$ cat src/rtl/mux_arbiter_pkg.sv
// Shared definitions for the two-source burst arbiter: FSM state encoding and source IDs.
package mux_arbiter_pkg;

  typedef enum logic [1:0] {
    ARB     = 2'd0,
    BURST_A = 2'd1,
    BURST_B = 2'd2
  } state_e;

  localparam logic SRC_A = 1'b0;
  localparam logic SRC_B = 1'b1;

endpackage

$ cat src/rtl/mux_arbiter_mux.sv
// Plain 2-to-1 data multiplexer; s=0 selects a, s=1 selects b.
module mux_arbiter_mux #(
  parameter int LEN_DATA = 256
) (
  input  logic                s,
  input  logic [LEN_DATA-1:0] a,
  input  logic [LEN_DATA-1:0] b,
  output logic [LEN_DATA-1:0] y
);

  assign y = s ? b : a;

endmodule

$ cat src/rtl/mux_arbiter.sv
// Two-source round-robin arbiter with burst locking and a single registered output stage.
// Optional per-source beat counters are built when MUX_ARBITER_PERF_CNT_EN is defined.
module mux_arbiter
  import mux_arbiter_pkg::*;
#(
  parameter int LEN_DATA = 256,
  parameter int CNT_W    = 32
) (
  input  logic                clk,
  input  logic                rst_n,
  input  logic                a_valid,
  output logic                a_ready,
  input  logic [LEN_DATA-1:0] a_data,
  input  logic                a_last,
  input  logic                b_valid,
  output logic                b_ready,
  input  logic [LEN_DATA-1:0] b_data,
  input  logic                b_last,
  output logic                out_valid,
  input  logic                out_ready,
  output logic [LEN_DATA-1:0] out_data,
  output logic                out_last,
  output logic                out_src,
`ifdef MUX_ARBITER_PERF_CNT_EN
  input  logic                cnt_clr,
  output logic [CNT_W-1:0]    cnt_a,
  output logic [CNT_W-1:0]    cnt_b,
`endif
  output logic                locked
);

  state_e              state_r;
  state_e              state_nxt_s;
  logic                rr_last_r;
  logic                out_valid_r;
  logic [LEN_DATA-1:0] out_data_r;
  logic                out_last_r;
  logic                out_src_r;
  logic                locked_r;

  logic                load_s;
  logic                grant_a_s;
  logic                grant_b_s;
  logic                sel_s;
  logic                accept_s;
  logic                sel_last_s;
  logic [LEN_DATA-1:0] mux_data_s;

  // The output stage can take a new beat when empty or when it drains this cycle.
  assign load_s     = ~out_valid_r | out_ready;
  assign sel_s      = grant_b_s;
  assign a_ready    = load_s & grant_a_s;
  assign b_ready    = load_s & grant_b_s;
  assign accept_s   = a_ready | b_ready;
  assign sel_last_s = sel_s ? b_last : a_last;

  mux_arbiter_mux #(
    .LEN_DATA (LEN_DATA)
  ) u_mux (
    .s (sel_s),
    .a (a_data),
    .b (b_data),
    .y (mux_data_s)
  );

  // Grant selection: round-robin on ties in ARB, locked source only during a burst.
  always_comb begin
    grant_a_s = 1'b0;
    grant_b_s = 1'b0;
    case (state_r)
      ARB: begin
        if (a_valid && b_valid) begin
          grant_a_s = (rr_last_r == SRC_B);
          grant_b_s = (rr_last_r == SRC_A);
        end else begin
          grant_a_s = a_valid;
          grant_b_s = b_valid;
        end
      end
      BURST_A: grant_a_s = a_valid;
      BURST_B: grant_b_s = b_valid;
      default: begin
        grant_a_s = 1'b0;
        grant_b_s = 1'b0;
      end
    endcase
  end

  // Next state: moves only on an accepted beat; an undefined encoding recovers to ARB.
  always_comb begin
    state_nxt_s = state_r;
    case (state_r)
      ARB, BURST_A, BURST_B: begin
        if (accept_s) begin
          if (sel_last_s) begin
            state_nxt_s = ARB;
          end else if (sel_s == SRC_B) begin
            state_nxt_s = BURST_B;
          end else begin
            state_nxt_s = BURST_A;
          end
        end else begin
          state_nxt_s = state_r;
        end
      end
      default: state_nxt_s = ARB;
    endcase
  end

  // FSM, round-robin memory and the output register stage.
  always_ff @(posedge clk) begin
    if (!rst_n) begin
      state_r     <= ARB;
      rr_last_r   <= SRC_B;
      locked_r    <= 1'b0;
      out_valid_r <= 1'b0;
      out_data_r  <= '0;
      out_last_r  <= 1'b0;
      out_src_r   <= SRC_A;
    end else begin
      state_r  <= state_nxt_s;
      locked_r <= (state_nxt_s != ARB);
      if (accept_s && sel_last_s) begin
        rr_last_r <= sel_s;
      end
      if (load_s) begin
        if (accept_s) begin
          out_valid_r <= 1'b1;
          out_data_r  <= mux_data_s;
          out_last_r  <= sel_last_s;
          out_src_r   <= sel_s;
        end else begin
          out_valid_r <= 1'b0;
        end
      end
    end
  end

  assign out_valid = out_valid_r;
  assign out_data  = out_data_r;
  assign out_last  = out_last_r;
  assign out_src   = out_src_r;
  assign locked    = locked_r;

`ifdef MUX_ARBITER_PERF_CNT_EN
  localparam logic [CNT_W-1:0] CNT_MAX = {CNT_W{1'b1}};
  localparam logic [CNT_W-1:0] CNT_ONE = {{(CNT_W-1){1'b0}}, 1'b1};

  logic [CNT_W-1:0] cnt_a_r;
  logic [CNT_W-1:0] cnt_b_r;

  // Saturating accepted-beat counters; a clear takes priority over a same-cycle accept.
  always_ff @(posedge clk) begin
    if (!rst_n) begin
      cnt_a_r <= '0;
      cnt_b_r <= '0;
    end else if (cnt_clr) begin
      cnt_a_r <= '0;
      cnt_b_r <= '0;
    end else begin
      if (a_ready && (cnt_a_r != CNT_MAX)) begin
        cnt_a_r <= cnt_a_r + CNT_ONE;
      end
      if (b_ready && (cnt_b_r != CNT_MAX)) begin
        cnt_b_r <= cnt_b_r + CNT_ONE;
      end
    end
  end

  assign cnt_a = cnt_a_r;
  assign cnt_b = cnt_b_r;
`endif

endmodule

$ cat config.mk
export PLATFORM = sky130hd
export DESIGN_NAME = mux_arbiter
export DESIGN_NICKNAME = d
export VERILOG_FILES = /design/src/rtl/mux_arbiter_pkg.sv /design/src/rtl/mux_arbiter_mux.sv /design/src/rtl/mux_arbiter.sv
export SDC_FILE = /design/constraint.sdc
export NUM_CORES = 1
export LEC_CHECK = 0
export ABC_AREA = 1
export CORE_AREA = 2 2 301 303
export CTS_CLUSTER_DIAMETER = 100
export CTS_CLUSTER_SIZE = 40
export DETAILED_ROUTE_END_ITERATION = 6
export DIE_AREA = 0 0 303 305
export DONT_BUFFER_PORTS = 1
export PLACE_DENSITY = 0.36
export SKIP_LAST_GASP = 1
export SYNTH_ARGS = -nofsm -noshare
export SYNTH_HDL_FRONTEND = slang
export SYNTH_SLANG_ARGS = --single-unit
$ cat constraint.sdc
create_clock -name clk -period 2.1 [get_ports clk]
set_clock_uncertainty 0.05 [all_clocks]
set_input_delay 0.21 -clock clk [delete_from_list [all_inputs] [get_ports clk]]
set_output_delay 0.21 -clock clk [all_outputs]
set_load 0.05 [all_outputs]
## Yosys cells after proc, flatten, opt, wreduce, memory -nomap -nowiden

Index checks and enable logic that the tools add are counted.

- Input bits: 519
- Logic and storage cells: 32
- Output and inout bits: 262
- Register bits: 263

- Muxes and demuxes: 11
- Reductions and logical operators: 6
- Bitwise logic cells: 6
- Eq/ne operators: 2

Operators by type and width:

| cell | count |
|---|---|
| 256-bit two-way mux | 1 |
| 2-bit two-way mux | 4 |
| 1-bit two-way mux | 4 |
| 1-bit one-hot mux with 2 select lines | 2 |
| 3-bit OR reduction | 1 |
| 1-bit AND | 2 |
| 2-bit by 1-bit equality test with 1-bit output (second input constant) | 1 |
| 2-bit equality test (second input constant) | 1 |
| 1-bit logical AND | 2 |
| 2-bit zero test | 1 |
| 1-bit NOT | 2 |
| 1-bit OR | 2 |
| 2-bit AND reduction | 1 |
| 2-bit nonzero test | 1 |

## Longest topological paths before layout

- Depth after elaboration: 8
- Gate-level depth with buffers: 11
- Gate-level depth less buffers: 9

## Modules after synthesis

From an unflattened synthesis, not the netlist that was laid out.

- Cell total of the unflattened synthesis: 1993
- Area, all modules: 12517.0 µm²

Modules (own cells, without submodules):

| module | cells each | sequential area each (µm²) | area each (µm²) | instances |
|---|---|---|---|---|
| mux_arbiter | 1167 | 5265.0 | 9206.3 | 1 |
| mux_arbiter_mux | 826 | 0.0 | 3310.7 | 1 |

## Worst setup path after synthesis

Ideal clock, no wire load.

- Path type: reg2out
- Start point: register out_valid_r, in the netlist out_valid
- End point: output port a_ready
- Arrival time: 1.614 ns
- Required time: 1.840 ns
- Cell stages (with the launch flop): 8
- Path slack: 0.226 ns
- Path through: dfxtp_1 inv_1 nor2_1 nor2_1 nand2_2 buf_2 buf_2 inv_1

- Cells in the longest elaborated chain, start to end: 3

RTL lines:

| item | line | RTL |
|---|---|---|
| start, declared | mux_arbiter.sv:35 | `logic out_valid_r;` |
| start signal, assigned | mux_arbiter.sv:116 | `out_valid_r <= 1'b0;` |
| start signal, assigned | mux_arbiter.sv:128 | `out_valid_r <= 1'b1;` |
| start signal, assigned | mux_arbiter.sv:133 | `out_valid_r <= 1'b0;` |
| 1-bit NOT | mux_arbiter.sv:50 | `assign load_s = ~out_valid_r \| out_ready;` |
| 1-bit OR | mux_arbiter.sv:50 |  |
| 1-bit AND | mux_arbiter.sv:52 | `assign a_ready = load_s & grant_a_s;` |
| end, declared | mux_arbiter.sv:12 | `output logic a_ready,` |

No other way between the ends.

## Worst setup path in the final report

- Start point: register rr_last_r
- End point: output port b_ready

- Cells in the longest elaborated chain, start to end: 4

RTL lines:

| item | line | RTL |
|---|---|---|
| start, declared | mux_arbiter.sv:34 | `logic rr_last_r;` |
| start signal, assigned | mux_arbiter.sv:124 | `rr_last_r <= sel_s;` |
| 1-bit NOT | mux_arbiter.sv:74 | `grant_b_s = (rr_last_r == SRC_A);` |
| 1-bit two-way mux | mux_arbiter.sv:72 | `if (a_valid && b_valid) begin` |
| 1-bit one-hot mux with 2 select lines | mux_arbiter.sv:70 | `case (state_r)` |
| 1-bit AND | mux_arbiter.sv:53 | `assign b_ready = load_s & grant_b_s;` |
| end, declared | mux_arbiter.sv:16 | `output logic b_ready,` |

No other way between the ends.

==> run_results.csv <==
group,metric,value,unit
status,status,"finished with violations",
status,violations,"design-rule violations, negative hold slack",
logic_synthesis,syn_nets,2817,
logic_synthesis,avgSynthCellArea,6.29,sq um
power,switching_power,0.00833,W
sta,setup_viol,0,
logic_synthesis,yosysUniqueCellTypes,16,
worst_hold_path,worstHoldStart,"rst_n",
floorplanning,die_x,303,um
sta,finalMaxSlewViolations,0,
sta,rsz0062_at_grt,"yes",
logic_synthesis,yosysSeqAreaShare,36.4,%
place,place_ws,0.0487,ns
clock_tree,cts-root-buf,"clkbuf_16",
sta,slew_headroom,50.7,%
critical_path,reg2regPathDepth,10,
final_layout,syn2layout_area_growth,23.6,%
floorplanning,die_area,0.0924,sq mm
clock_tree,cts.htree.levels,1,
critical_path,arrival,1.76,ns
power,power.density,996,mW/mm^2
power,p_int,0.00947,W
power,pwr-share-seq,48.9,%
critical_path,rr_endpoint,"out_data[132]$_SDFFE_PN0P_",
clock_tree,path_clk_slew,0.11,ns
sta,max_freq,494,MHz
floorplanning,io_pins,781,
critical_path,endpoint_kind,"output port",
route,drtIter0Drc,1025,
critical_path,critPathRequiredTime,1.84,ns
clock_tree,cts_tree,"yes",
logic_synthesis,syn_area,0.0145,sq mm
logic_synthesis,netlist_instances,2298,
sta,hold_violations,254,
floorplanning,core-area,0.0893,sq mm
floorplanning,die_h,305,um
route,ant_nets,0,
critical_path,r2r_start,"rr_last_r$_SDFFE_PN1P_",
logic_synthesis,synth_top_area_share,36.4,%
route,drc_errors,94,
sta,setup_slack,0.0759,ns
power,finalPower,0.0178,W
critical_path,worstSetupStartpointType,"flip-flop",
clock_tree,cts_num_sinks,263,
power,irDropWorstVdd,452,uV
route,via_per_inst,4.19,
sta,period_share,96.4,%
logic_synthesis,ys.flop_type,"dfxtp_1",
route,drt-total-wl,65900,um
power,power_frac_comb,28.5,%
route,first_pass_iters,7,
global_routing,antenna_found_initial,2,
sta,min_period,2.02,ns
route,vias,14700,
floorplanning,num_rows,110,
final_layout,final_layout_size_suffix_gt1_share,6.43,%
clock_tree,clockBufferDepth,3,
place,place.gp.congestion,0.774,
global_routing,grt_pass1_vias,14200,
place,io_buffers,0,
sta,worstMarginPinSlew,0.739,ns
critical_path,reg2reg_slack,0.08,ns
global_routing,grt_overflow,0,
run,maxCapViolCount,0,
clock_tree,cts_buffers,17,
global_routing,grt_usage,12.9,%
place,dpl-instance-area,0.0159,sq mm
final_layout,multi_input_area,0.00825,sq mm
sta,tns,0,ns
worst_hold_path,hold_depth,2,
power,swShare,46.8,%
critical_path,cp_max_fo,4,
final_layout,seqCellArea,0.00527,sq mm
logic_synthesis,yosys.area.top_type,"dfxtp_1",
logic_synthesis,synth_edf_count,0,
global_routing,grt_pass1_wl,91900,um
final_layout,fill_cells,10200,
logic_synthesis,yosysMostFrequentCell,"nand2_1",
logic_synthesis,synth.area.top_cells,"dfxtp_1, nand2_1, nand3b_1, nor2_1, nand3_1",
final_layout,final_area,0.0179,sq mm
logic_synthesis,ys_ff_latch,263,
logic_synthesis,yosys_warnings,0,
critical_path,crit_type,"reg2out",
logic_synthesis,yosys-top-cells-count,"nand2_1, nor2_1, dfxtp_1",
clock_tree,clock_latency,0.55,ns
global_routing,grt_start_max_net_pins,260,
final_layout,fin_nets,2842,
power,clockPowerShare,22.6,%
worst_hold_path,hold_path_class,"in2reg",
floorplanning,start_util,16.2,%
sta,fin_hold_ws,-0.271,ns
power,leakage,8.42,nW
worst_hold_path,min_to,"out_data[41]$_SDFFE_PN0P_",
place,detailed_place_hpwl,45400,um
logic_synthesis,synth_async_sr_flop_share,0,%
route,wire_per_inst,18.8,um
==> routing by layer <==
layer	global-route usage (%)	vias to the layer above	wire length (um)
met4	2.85	0	1280
met2	23.2	500	32800
met1	15.2	6851	26800
li1	-	7312	-
met5	0	-	0
met3	3.31	46	4980
==> registers in the layout (all words and copies together), names as in the netlist <==
signal / flops
out_last: 1
out_valid: 1
rr_last_r: 1
state_r: 2
locked: 1
out_src: 1
out_data: 256
==> layout by cell type, fill, tap and decap left out, types with 2 or more instances in the layout <==
cell type and instances:
nand2_1 780, nor2_1 513, nand3_1 261, dfxtp_1 260
nand3b_1 258, dlygate4sd3_1 98, buf_4 73, clkbuf_16 18
buf_12 16, inv_1 9, buf_16 5, nand2_8 4
inv_6 4, bufbuf_16 4, buf_6 4, clkinv_8 3
a21oi_1 3, dfxtp_2 3, nand2_4 2, nor2_4 2
inv_2 2, inv_8 2
==> layout make-up <==
class | count | share of cell area (%)
multi-input combinational | 1825 | 46.1
sequential | 263 | 29.5
timing repair buffer | 202 | 12.3
tap | 1176 | 8.23
clock buffer | 18 | 2.46
clock inverter | 11 | 0.924
inverter | 12 | 0.322
timing repair inverter | 2 | 0.0980
antenna | 1 | 0.0140
==> timing repair <==
item,CTS,global route
pin swaps,2,2
hold endpoints to repair,263,258
resized for setup,12,12
hold buffers,85,13
buffers inserted,8,2
cloned,4,3
setup endpoints to repair,3,139
==> kinds of logic (layout without fill, tap and decap cells) <==
| family | Yosys count | after routing | share of synthesized area [%] |
|---|---|---|---|
| AO/OA/AOI/OAI | 4 | 4 | 0.138 |
| buffers and inverters | 210 | 245 | 7.08 |
| flip-flops | 263 | 263 | 36.4 |
| other | 0 | 1 | 0 |
| AND/OR/NAND/NOR | 1821 | 1821 | 56.4 |
==> power groups by stage <==
stage	Combinational, W	Sequential, W	Clock (W)
after floorplan	0.00322	0.00879	0
after global placement	0.00474	0.00886	0
after detailed placement	0.00473	0.00884	0
after CTS	0.00505	0.00872	0.00429
after global routing	0.00569	0.00878	0.00440
final	0.00507	0.00870	0.00402
==> per-stage QoR <==
stage                     utilization, %  instances
after global routing                20.0       3509
after CTS                           19.7       3491
after detailed placement            17.8       3365
after global placement              17.8       3365
final                               20.0       3510
after floorplan                        -       2298
==> critical path, cell delays in order, from the launching register on <==
cell,delay [ns]
dfxtp_2,0.34
nand3b_1,0.21
buf_12,0.18
nand2_8,0.07
nand2_8,0.06
buf_16,0.13
inv_2,0.07
buf_8,0.14
==> worst max-delay path by stage <==
| stage | endpoint | start |
|---|---|---|
| finish | b_ready | rr_last_r$_SDFFE_PN1P_ |
| CTS | b_ready | rr_last_r$_SDFFE_PN1P_ |
| floorplan | a_ready | out_valid$_SDFFE_PN0P_ |
| global route | out_data[249]$_SDFFE_PN0P_ | state_r[0]$_SDFF_PN0_ |
| global placement | out_data[97]$_SDFFE_PN0P_ | state_r[0]$_SDFF_PN0_ |
| detailed placement | out_data[101]$_SDFFE_PN0P_ | state_r[0]$_SDFF_PN0_ |
(Power assumes the default switching activity.)
